**config.mk**
```make
export PLATFORM = sky130hd
export DESIGN_NAME = be_sweep_ctrl
export DESIGN_NICKNAME = d
export VERILOG_FILES = /design/src/rtl/be_sweep_ctrl.sv
export SDC_FILE = /design/constraint.sdc
export NUM_CORES = 1
export LEC_CHECK = 0
export CAP_MARGIN = 20
export CORE_MARGIN = 3
export CORE_UTILIZATION = 45
export DETAILED_ROUTE_END_ITERATION = 6
export GPL_ROUTABILITY_DRIVEN = 0
export PLACE_DENSITY = 0.75
export SETUP_SLACK_MARGIN = 0.3
export SLEW_MARGIN = 40
export SYNTH_ARGS = -nofsm -noshare
export SYNTH_HDL_FRONTEND = slang
export SYNTH_SLANG_ARGS = --single-unit
```
**constraint.sdc**
```tcl
create_clock -name clk_i -period 6.8 [get_ports clk_i]
set_clock_uncertainty 0.1 [all_clocks]
set_input_delay 0.68 -clock clk_i [delete_from_list [all_inputs] [get_ports clk_i]]
set_output_delay 0.68 -clock clk_i [all_outputs]
set_load 0.05 [all_outputs]
```
**src/rtl/be_sweep_ctrl.sv**
```systemverilog
// Exhaustive sweep sequencer for a 4-input boolean-equation block.
// Drives all 16 input vectors in ascending order, holds each for SETTLE_CYCLES,
// samples z into a truth table and scores it against a latched expected table.
module be_sweep_ctrl #(
    parameter int unsigned SETTLE_CYCLES = 2
) (
    input  logic        clk_i,
    input  logic        rst_i,
    input  logic        start_i,
    input  logic [15:0] exp_i,
    input  logic        z_i,
    output logic        a_o,
    output logic        b_o,
    output logic        c_o,
    output logic        d_o,
    output logic        busy_o,
    output logic        done_o,
    output logic [15:0] truth_o,
    output logic [4:0]  err_cnt_o,
    output logic [3:0]  first_err_o,
    output logic        pass_o
);

    typedef enum logic [1:0] {StIdle, StSettle, StSample, StDone} state_e;

    // Final settle count before moving to the sample state.
    localparam logic [7:0] CntLast = 8'(SETTLE_CYCLES - 1);

    state_e      state_q, state_d;
    logic [15:0] exp_q, exp_d;
    // idx doubles as the registered {a,b,c,d} drive.
    logic [3:0]  idx_q, idx_d;
    logic [7:0]  cnt_q, cnt_d;
    logic [15:0] truth_q, truth_d;
    logic [4:0]  err_cnt_q, err_cnt_d;
    logic [3:0]  first_err_q, first_err_d;
    logic        pass_q, pass_d;

    // State register; rst forces IDLE and discards any sweep in progress.
    always_ff @(posedge clk_i) begin
        if (rst_i) begin
            state_q <= StIdle;
        end else begin
            state_q <= state_d;
        end
    end

    // Next-state logic; start is only looked at in IDLE.
    always_comb begin
        state_d = state_q;
        unique case (state_q)
            StIdle:   if (start_i) state_d = StSettle;
            StSettle: if (cnt_q == CntLast) state_d = StSample;
            StSample: state_d = (idx_q == 4'd15) ? StDone : StSettle;
            StDone:   state_d = StIdle;
            default:  state_d = StIdle;
        endcase
    end

    // Datapath next-state: latch/clear on start, count settle, capture and score samples.
    always_comb begin
        exp_d       = exp_q;
        idx_d       = idx_q;
        cnt_d       = cnt_q;
        truth_d     = truth_q;
        err_cnt_d   = err_cnt_q;
        first_err_d = first_err_q;
        pass_d      = pass_q;
        unique case (state_q)
            StIdle: begin
                if (start_i) begin
                    exp_d       = exp_i;
                    idx_d       = '0;
                    cnt_d       = '0;
                    truth_d     = '0;
                    err_cnt_d   = '0;
                    first_err_d = '0;
                    pass_d      = 1'b0;
                end
            end
            StSettle: begin
                cnt_d = cnt_q + 8'd1;
            end
            StSample: begin
                truth_d[idx_q] = z_i;
                if (z_i != exp_q[idx_q]) begin
                    err_cnt_d = err_cnt_q + 5'd1;
                    // Old count of zero means this is the lowest failing vector.
                    if (err_cnt_q == '0) first_err_d = idx_q;
                end
                // Vector 15 stays on the pins after the sweep.
                if (idx_q != 4'd15) begin
                    idx_d = idx_q + 4'd1;
                    cnt_d = '0;
                end
            end
            StDone: begin
                pass_d = (err_cnt_q == '0);
            end
            default: ;
        endcase
    end

    // Datapath registers.
    always_ff @(posedge clk_i) begin
        if (rst_i) begin
            exp_q       <= '0;
            idx_q       <= '0;
            cnt_q       <= '0;
            truth_q     <= '0;
            err_cnt_q   <= '0;
            first_err_q <= '0;
            pass_q      <= 1'b0;
        end else begin
            exp_q       <= exp_d;
            idx_q       <= idx_d;
            cnt_q       <= cnt_d;
            truth_q     <= truth_d;
            err_cnt_q   <= err_cnt_d;
            first_err_q <= first_err_d;
            pass_q      <= pass_d;
        end
    end

    // Outputs decoded from state and registered datapath.
    always_comb begin
        busy_o      = (state_q != StIdle);
        done_o      = (state_q == StDone);
        a_o         = idx_q[3];
        b_o         = idx_q[2];
        c_o         = idx_q[1];
        d_o         = idx_q[0];
        truth_o     = truth_q;
        err_cnt_o   = err_cnt_q;
        first_err_o = first_err_q;
        pass_o      = pass_q;
    end

endmodule

```
After elaboration in Yosys (flattened, before gate mapping)
Index checks and enable logic that the tools add are counted.
{"block": "totals", "register_bits": 56, "elab_cells": 65, "latchBits": 0, "mem_count": 0, "rom_bits": 0, "ram_bits": 0, "output_inout_bits": 32}
{"block": "op_classes", "n_lt_le_gt_ge": 2, "multipliers": 0, "eq_ne": 12, "mux": 25, "reduce_logical": 15, "addsub": 3, "n_bitwise": 0, "div_mod_pow": 0, "shift": 0}
{"operator": "16-bit one-hot mux with 2 select lines", "count": 1}
{"operator": "8-bit one-hot mux with 3 select lines", "count": 1}
{"operator": "16-bit bitwise mux", "count": 1}
{"operator": "16-bit two-way mux", "count": 1}
{"operator": "4-bit two-way mux", "count": 4}
{"operator": "8-bit two-way mux", "count": 2}
{"operator": "4-bit one-hot mux with 2 select lines", "count": 2}
{"operator": "5-bit two-way mux", "count": 2}
{"operator": "2-bit inequality test (second input constant)", "count": 5}
{"operator": "5-bit one-hot mux with 2 select lines", "count": 1}
{"operator": "3-bit AND reduction", "count": 3}
{"operator": "8-bit by 1-bit adder with 8-bit output (second input constant)", "count": 1}
{"operator": "8-bit by 1-bit equality test with 1-bit output (second input constant)", "count": 1}
{"operator": "2-bit one-hot mux with 4 select lines", "count": 1}
{"operator": "2-bit AND reduction", "count": 4}
{"operator": "2-bit two-way mux", "count": 3}
{"operator": "2-bit nonzero test", "count": 3}
{"operator": "5-bit by 1-bit adder with 5-bit output (second input constant)", "count": 1}
{"operator": "5-bit zero test", "count": 1}
{"operator": "4-bit by 5-bit less-than comparator with 1-bit output (second input constant)", "count": 1}
{"operator": "4-bit by 1-bit adder with 4-bit output (second input constant)", "count": 1}
{"operator": "1-bit binary-select mux with 4-bit select", "count": 1}
{"operator": "1-bit demux with 4-bit select", "count": 1}
{"operator": "2-bit equality test (second input constant)", "count": 2}
{"operator": "other kinds (11)", "count": 13}

Longest topological paths before layout
Gate-level depths: netlist of the first run.
{"block": "depth", "ltp_word": 6, "mapped_depth": 6, "mapped_depth_nobuf": 6}

Least setup slack after synthesis of the first run
OpenSTA, ideal clock, no wires.
{"block": "synth_path", "kind": "reg-to-reg", "startpoint": "register idx_q[2]", "endpoint": "register err_cnt_q[3] (netlist: err_cnt_o[3])", "path_stages_with_launch": 7, "synth_period_minus_slack_ps": 2840, "arrival_ps": 2661, "path_buffers": 1, "setup_time_ps": 79, "path_slack_ps": 3960, "path_cell_list": "dfxtp_1 > buf_4 > mux4_2 > mux4_2 > xnor2_4 > or4_1 > o211ai_1"}
{"block": "synth_between", "elab_chain_len": 5}
{"element": "start, declared", "line": "32", "rtl": "logic [3:0] idx_q, idx_d;"}
{"element": "start signal, assigned", "line": "116", "rtl": "idx_q <= idx_d;"}
{"element": "1-bit binary-select mux with 4-bit select", "line": "86", "rtl": "if (z_i != exp_q[idx_q]) begin"}
{"element": "1-bit two-way mux (not written as such)", "line": "86"}
{"element": "1-bit inequality test", "line": "86"}
{"element": "2-bit inequality test (no line)"}
{"element": "3-bit AND reduction (no line)"}
{"element": "end signal, assigned", "line": "119", "rtl": "err_cnt_q <= err_cnt_d;"}
{"element": "end, declared", "line": "35", "rtl": "logic [4:0] err_cnt_q, err_cnt_d;"}
Every way passes these cells. The select of a mux whose other input is x is not followed.
A chain may end at the register's enable or synchronous reset.

Worst setup path after layout of the first run
Same ends and word-level chain as after synthesis.

==> impl_table.tex, run 1 <==
\begin{tabular}{lr}
\hline
Metric & Value \\
\hline
\multicolumn{2}{l}{\textbf{Status}} \\
\quad Run status & finished, final reports clean \\
\multicolumn{2}{l}{\textbf{Placement}} \\
\quad HPWL after detailed placement & about 4200 microns \\
\quad I/O Buffers & 51 \\
\quad Post-placement cell count & 414 \\
\multicolumn{2}{l}{\textbf{Power and ir drop}} \\
\quad Power per Cell Area & 189 mW/mm\^{}2 \\
\quad Total power & 619 uW \\
\quad IR drop worst, VDD & around 0.12 mV \\
\quad Pleak & about 1.1 nW \\
\multicolumn{2}{l}{\textbf{Worst setup path}} \\
\quad Signal arrival time at the worst endpoint & between 3 and 4 ns \\
\quad Reg2Reg Depth & 5 \\
\quad Crit end category & flip-flop \\
\quad Slack of the worst reg-to-reg path & roughly 4 ns \\
\quad Slowest cell on the critical path & dfxtp\_1 \\
\quad Highest cell delay on the worst timing path & a little over 0.8 ns \\
\quad Worst r2r dst & err\_cnt\_o[3]\$\_SDFFE\_PP0P\_ \\
\quad Launch instance of the worst register-to-register path & idx\_q[2]\$\_SDFFE\_PP0P\_ \\
\quad Crit path required time & between 6 and 7 ns \\
\quad Category of cells accounting for the largest share of critical-path delay & multiplexers \\
\quad Largest fanout of any net on the critical path & 20 \\
\quad Sort of element at the start of the critical path & flip-flop \\
\quad Worst Path Buf+Inv & 0 \\
\quad Chain of cells forming the critical path & mux4\_2 -> mux4\_2 -> xnor2\_4 -> or4\_1 -> o211ai\_1 \\
\quad Most repeated library cell on the critical path & mux4\_2 \\
\quad Critical Setup Path Class & reg2reg \\
\multicolumn{2}{l}{\textbf{Route}} \\
\quad Via total after detailed routing & about 2300 \\
\quad DR vias/cell & $\sim$5.5 \\
\quad Post-route DRC violation count & 0 \\
\quad Number of iterations in the first detailed-routing pass & 5 \\
\quad Routed wire length per instance & between 10 and 15 microns \\
\quad Post-DRT Antenna Nets & 0 \\
\quad Routed wire length & around 6000 microns \\
\quad Iteration-0 DRC Markers & 130 \\
\multicolumn{2}{l}{\textbf{Synthesis}} \\
\quad Post-Syn Area per Cell & approximately 8.6 sq um \\
\quad Distinct cells, synth & 37 \\
\quad Post-synth EDFFs & 0 \\
\quad Sequential-to-total area share from yosys stat & a little over two fifths \\
\quad Ys async rst share & 0\% \\
\quad Post-synthesis cell count & between 300 and 400 \\
\quad Predominant post-synthesis flop cell & dfxtp\_1 \\
\quad FF+latch count, synth & 56 \\
\quad Cell types occupying the most area after synthesis & dfxtp\_1 42\%, nand2\_1 7.7\%, a21oi\_1 7.0\% \\
\quad Net count after synthesis & $\sim$330 \\
\quad Number of warning messages in the yosys log & 0 \\
\quad Cell Area, Synth & between 0.002 and 0.003 sq mm \\
\quad Synth area leader & dfxtp\_1 \\
\quad Yosys top cell area share & between 40\% and 50\% \\
\quad Cell with the most instances after synthesis & dfxtp\_1 \\
\quad Most used standard cells in the synthesized netlist & 56 x dfxtp\_1, 54 x nand2\_1, 37 x a21oi\_1 \\
\multicolumn{2}{l}{\textbf{Clock network}} \\
\quad Clock insertion delay at the later pin of the skew report & about 0.30 ns \\
\quad Clock slew seen by the registers of the worst setup and hold paths & 0.09 ns \\
\quad Number of levels the H-tree was split into & 2 \\
\quad Maximum clock path buffer count & 2 \\
\quad Number of resized instances in the post-cts repair step & 0 \\
\quad TritonCTS clock tree & done \\
\quad CTS sink cnt & 56 \\
\quad Number of buffers created by CTS & 5 \\
\quad Total setup buffers inserted after CTS & 0 \\
\quad CTS Hold Bufs & 0 \\
\quad Cell chosen for the clock root & clkbuf\_8 \\
\multicolumn{2}{l}{\textbf{Hold path}} \\
\quad Terminating pin of the worst hold path & exp\_q[9]\$\_SDFFE\_PP0P\_ \\
\quad Hold Crit Depth & 2 \\
\quad Hold Crit Start & exp\_q[9]\$\_SDFFE\_PP0P\_ \\
\quad Min-delay worst type & reg2reg \\
\multicolumn{2}{l}{\textbf{Layout}} \\
\quad Fill cell count & 529 \\
\quad Area Growth Syn to Fin & 23.7\% \\
\quad Number of antenna diodes & 0 \\
\quad Area of the multi-input gates & 0.00141 sq mm \\
\quad Final Instance Count excl. Fillers & about 420 \\
\quad Sequential cell area in the final layout & 0.00112 sq mm \\
\quad Proportion of layout cells with a drive suffix above 1 & under 10\% \\
\quad NumNets Final & $\sim$380 \\
\multicolumn{2}{l}{\textbf{Global routing}} \\
\quad Initial antenna violation count & 0 \\
\quad Global-route wire length before repair & roughly 10000 microns \\
\quad Remaining global-route overflow & 0 \\
\quad Pin count of the biggest net entering global routing & 46 \\
\quad Vias in the first global route & around 2200 \\
\quad Global-route usage over all layers & around a fifth \\
\multicolumn{2}{l}{\textbf{STA}} \\
\quad Hold violation total from the final report & 0 \\
\quad Final max-slew violation count & 0 \\
\quad Final setup vio count & 0 \\
\quad Final cycle utilization of the critical path & between 40 and 50\% \\
\quad Slew at the pin closest to its max-slew limit & just under 0.8 ns \\
\quad Upper clock frequency limit & around 0.34 GHz \\
\quad Minimum clock period & between 2 and 3 ns \\
\quad Max-slew headroom at the worst pin & 48.1\% \\
\quad RSZ-0062 raised after global routing & no \\
\quad Final-layout setup total negative slack & 0 ns \\
\multicolumn{2}{l}{\textbf{Floorplan}} \\
\quad Vertical die dimension & around 83 microns \\
\quad I/O pins & 52 \\
\quad Placeable core area & 0.00561 sq mm \\
\quad Rows & 27 \\
\quad Initial core utilization & 47.2\% \\
\quad Width of the die & approximately 83 microns \\
\quad Floorplan die area & 0.00683 sq mm \\
\multicolumn{2}{l}{\textbf{Flow run}} \\
\quad Number of maximum-capacitance constraint violations & 0 \\
\hline
\end{tabular}
[through the flow]
stage	hold WS [ns]	setup WS [ns]	cell area (sq um)	util, %
2_1_floorplan	0.333	3.96	2650	-
3_3_place_gp	0.347	3.95	3200	57.0
3_5_place_dp	0.350	3.91	3200	57.0
4_1_cts	0.362	3.88	3270	58.4
5_1_grt	0.389	3.74	3270	58.4
6_report	0.364	3.89	3270	58.4
[state kept, by name, summed over array words and instances (netlist names)]
signal	flops
truth_o	16
idx_q	4
exp_q	16
first_err_o	4
cnt_q	8
err_cnt_o	5
state_q	2
pass_o	1
[placed cells by master (no fill, tap or decap), types with 7 or more instances in the layout]
master / n
dfxtp_1: 56
mux4_2: 7
nor2_1: 21
ha_1: 8
clkdlybuf4s50_1: 51
nand2_1: 54
nand3_1: 10
nand4_1: 16
a21oi_1: 37
inv_1: 10
o211ai_1: 15
[power by group]
part	internal, mW	switching (mW)	total, mW
Sequential	0.339	0.0103	0.349
Combinational	0.0392	0.0606	0.0998
Clock	0.0703	0.0992	0.170
Total	0.449	0.170	0.619
[cells by family (layout without fill, tap and decap cells)]
family	after synthesis	count (layout)	share of synthesized area (%)
simple gates	127	127	23.1
fa+ha+maj	8	8	3.78
compound gates	66	66	15.0
flops	56	56	42.4
xor+xnor	10	10	4.02
buf+inv	28	71	4.16
mux	11	11	7.47
[worst register-to-register path, cell delays in order (launching register included)]
cell and delay, ns:
dfxtp_1 0.81, mux4_2 0.59, mux4_2 0.54, xnor2_4 0.19
or4_1 0.53, o211ai_1 0.10
[final cells by class]
type                            instances  area share [%]
Clock buffer                            6            2.22
Clock inverter                          1           0.153
Tap cell                               72            2.75
Timing Repair Buffer                   54            16.3
Multi-Input combinational cell        222            43.2
Sequential cell                        56            34.3
Inverter                               10            1.15
[routing by layer]
metal,vias to the layer above,track usage [%],routed length [microns]
met2,65,31.4,2890
met4,0,5.39,31
met1,1054,25.9,2710
met3,4,3.58,338
li1,1176,-,-
met5,-,0,0
[how the worst max path moves through the flow]
stage                                     start  depth (start not counted)                     endpoint  slack, ns
final                     idx_q[2]$_SDFFE_PP0P_                          5    err_cnt_o[3]$_SDFFE_PP0P_       3.89
after global routing      idx_q[2]$_SDFFE_PP0P_                          5  first_err_o[1]$_SDFFE_PP0P_       3.74
after floorplan           idx_q[2]$_SDFFE_PP0P_                          6    err_cnt_o[3]$_SDFFE_PP0P_       3.96
after CTS                 idx_q[2]$_SDFFE_PP0P_                          5    err_cnt_o[3]$_SDFFE_PP0P_       3.88
after global placement    idx_q[2]$_SDFFE_PP0P_                          5    err_cnt_o[3]$_SDFFE_PP0P_       3.95
after detailed placement  idx_q[2]$_SDFFE_PP0P_                          5    err_cnt_o[3]$_SDFFE_PP0P_       3.91
(Power assumes the default switching activity.)
==> run 2, diff against run 1 <==
==> constraint.sdc (replaced) <==
create_clock -name clk_i -period 3 [get_ports clk_i]
set_clock_uncertainty 0.1 [all_clocks]
set_input_delay 0.3 -clock clk_i [delete_from_list [all_inputs] [get_ports clk_i]]
set_output_delay 0.3 -clock clk_i [all_outputs]
set_load 0.05 [all_outputs]
==> run 2 against run 1 <==
Effect of this change: non-clock buffer count increased by 4; power increased by 130%; clock power increased by 150%; worst hold slack got worse by 0.00054 ns; critical path type unchanged; critical endpoint unchanged; largest cell class unchanged.
==> impl_table.tex, run 2 (synthesis results as in run 1) <==
\begin{tabular}{lr}
\hline
Metric & Value \\
\hline
\multicolumn{2}{l}{\textbf{STA}} \\
\quad Final-layout setup total negative slack & 0 ns (unchanged) \\
\quad Max-slew headroom at the worst pin & 60.1\% (+12 points) \\
\quad RSZ-0062 raised after global routing & no \\
\quad Upper clock frequency limit & 0.414 GHz (+21\%) \\
\quad Final max-slew violation count & 0 (unchanged) \\
\quad Minimum clock period & 2.42 ns (-0.498 ns) \\
\quad Hold violation total from the final report & 0 (unchanged) \\
\quad Final cycle utilization of the critical path & 80.5\% (+38 points) \\
\quad Slew at the pin closest to its max-slew limit & 0.596 ns (-0.180 ns) \\
\quad Worst Slack Setup Final & 0.584 ns (-3.30 ns) \\
\quad Final setup vio count & 0 (unchanged) \\
\multicolumn{2}{l}{\textbf{Worst setup path}} \\
\quad Category of cells accounting for the largest share of critical-path delay & multiplexers \\
\quad Signal arrival time at the worst endpoint & 2.55 ns (-0.50 ns) \\
\quad Chain of cells forming the critical path & mux4\_2 -> mux4\_2 -> xnor2\_4 -> or4\_1 -> o211ai\_1 \\
\quad Largest fanout of any net on the critical path & 8 (-60\%) \\
\quad Worst Path Buf+Inv & 0 (unchanged) \\
\quad Sort of element at the start of the critical path & flip-flop \\
\quad Slowest cell on the critical path & mux4\_2 \\
\quad Most repeated library cell on the critical path & mux4\_2 \\
\quad Highest cell delay on the worst timing path & 0.53 ns (-0.28 ns) \\
\quad Crit end category & flip-flop \\
\quad Critical Setup Path Class & reg2reg \\
\quad Crit path required time & 3.14 ns (-3.80 ns) \\
\multicolumn{2}{l}{\textbf{Power and ir drop}} \\
\quad Power per Cell Area & 435 mW/mm\^{}2 (+130\%) \\
\quad IR drop worst, VDD & 0.234 mV (+97\%) \\
\quad Total power & 1.44 mW (+130\%) \\
\quad Pleak & 1.10 nW (+2.9\%) \\
\multicolumn{2}{l}{\textbf{Global routing}} \\
\quad Global-route usage over all layers & 19.7\% (+0.53 points) \\
\quad Vias in the first global route & 2290 (+6.0\%) \\
\quad Remaining global-route overflow & 0 (unchanged) \\
\quad Pin count of the biggest net entering global routing & 42 (-8.7\%) \\
\quad Global-route wire length before repair & 10600 microns (+3.0\%) \\
\quad Initial antenna violation count & 0 (unchanged) \\
\multicolumn{2}{l}{\textbf{Floorplan}} \\
\quad I/O pins & 52 (unchanged) \\
\quad Floorplan die area & 0.00683 sq mm (unchanged) \\
\quad Rows & 27 (unchanged) \\
\quad Placeable core area & 0.00561 sq mm (unchanged) \\
\quad Vertical die dimension & 82.7 microns (unchanged) \\
\quad Width of the die & 82.7 microns (unchanged) \\
\quad Initial core utilization & 47.2\% (unchanged) \\
\multicolumn{2}{l}{\textbf{Clock network}} \\
\quad Number of resized instances in the post-cts repair step & 0 (unchanged) \\
\quad Cell chosen for the clock root & clkbuf\_8 \\
\quad Clock slew seen by the registers of the worst setup and hold paths & 0.10 ns (about the same) \\
\quad Number of buffers created by CTS & 5 (unchanged) \\
\quad CTS Hold Bufs & 0 (unchanged) \\
\quad CTS sink cnt & 56 (unchanged) \\
\quad Total setup buffers inserted after CTS & 0 (unchanged) \\
\quad Number of levels the H-tree was split into & 2 (unchanged) \\
\quad Clock insertion delay at the later pin of the skew report & 0.30 ns (about the same) \\
\quad TritonCTS clock tree & done \\
\quad Maximum clock path buffer count & 2 (unchanged) \\
\multicolumn{2}{l}{\textbf{Route}} \\
\quad Post-route DRC violation count & 0 (unchanged) \\
\quad DR vias/cell & 5.60 (+2.6\%) \\
\quad Post-DRT Antenna Nets & 0 (unchanged) \\
\quad Iteration-0 DRC Markers & 189 (+45\%) \\
\quad Routed wire length per instance & 14.4 microns (+1.7\%) \\
\quad Routed wire length & 6140 microns (+2.9\%) \\
\quad Via total after detailed routing & 2386 (+3.8\%) \\
\quad Number of iterations in the first detailed-routing pass & 4 (-1) \\
\multicolumn{2}{l}{\textbf{Layout}} \\
\quad NumNets Final & 381 (+1.1\%) \\
\quad Proportion of layout cells with a drive suffix above 1 & 7.34\% (+1.9 points) \\
\quad Area Growth Syn to Fin & 25.5\% \\
\quad Most common cell after layout, fill and taps aside & dfxtp\_1 \\
\quad Number of antenna diodes & 0 (unchanged) \\
\quad Most frequent cells in the layout & 55 x dfxtp\_1, 54 x nand2\_1, 51 x clkdlybuf4s50\_1 \\
\multicolumn{2}{l}{\textbf{Placement}} \\
\quad I/O Buffers & 51 (unchanged) \\
\quad Pre-CTS setup slack & 0.558 ns (-3.35 ns) \\
\quad HPWL after detailed placement & 4410 microns (+3.9\%) \\
\multicolumn{2}{l}{\textbf{Flow run}} \\
\quad Number of maximum-capacitance constraint violations & 0 (unchanged) \\
\multicolumn{2}{l}{\textbf{Hold path}} \\
\quad Min-delay worst type & reg2reg \\
\multicolumn{2}{l}{\textbf{Status}} \\
\quad Run status & finished, final reports clean \\
\hline
\end{tabular}
-- run 2: tightest hold or removal path: stages (launching register included) --
cell and delay (ns):
dfxtp_1 0.32, nand2_1 0.05, a21oi_1 0.05
-- run 2: report_power, final --
group	switching [mW]	internal [mW]	total (mW)
sequential	0.0227	0.769	0.792
clock	0.238	0.185	0.423
combinational	0.137	0.0920	0.229
-- run 2: through the flow --
stage / std cells / cell area [sq um] / hold slack, ns / utilization (%)
CTS: 426 / 3320 / 0.366 / 59.2
detailed placement: 418 / 3230 / 0.353 / 57.5
global placement: 418 / 3230 / 0.349 / 57.5
finish: 426 / 3320 / 0.364 / 59.2
global route: 426 / 3320 / 0.380 / 59.2
floorplan: 306 / 2650 / 0.333 / -
-- run 2: layer usage --
layer | track usage (%) | part of all wire, % | vias to the layer above
li1 | - | - | 1183
met3 | 4.01 | 4.4 | 12
met1 | 25.3 | 44 | 1134
met5 | 0 | 0 | -
met2 | 32.5 | 50 | 57
met4 | 7.84 | 1.7 | 0
-- run 2: path summary, 6_finish.rpt --
| path | from | endpoint | slack (ns) | cells after the start |
|---|---|---|---|---|
| worst max-delay path | idx_q[2]$_SDFFE_PP0P_ | err_cnt_o[3]$_SDFFE_PP0P_ | 0.58 | 5 |
| worst min-delay path | exp_q[2]$_SDFFE_PP0P_ | exp_q[2]$_SDFFE_PP0P_ | 0.36 | 2 |
| worst max register to register | idx_q[2]$_SDFFE_PP0P_ | err_cnt_o[3]$_SDFFE_PP0P_ | 0.58 | 5 |
| worst min register to register | exp_q[2]$_SDFFE_PP0P_ | exp_q[2]$_SDFFE_PP0P_ | 0.36 | 2 |
-- run 2: area by class of cell --
cell class                      instances  area, sq um
Clock buffer                            6         82.6
Clock inverter                          2         10.0
Fill cell                             519         2290
Inverter                               10         37.5
Multi-Input combinational cell        222         1410
Sequential cell                        56         1120
Tap cell                               72         90.1
Timing Repair Buffer                   58          563
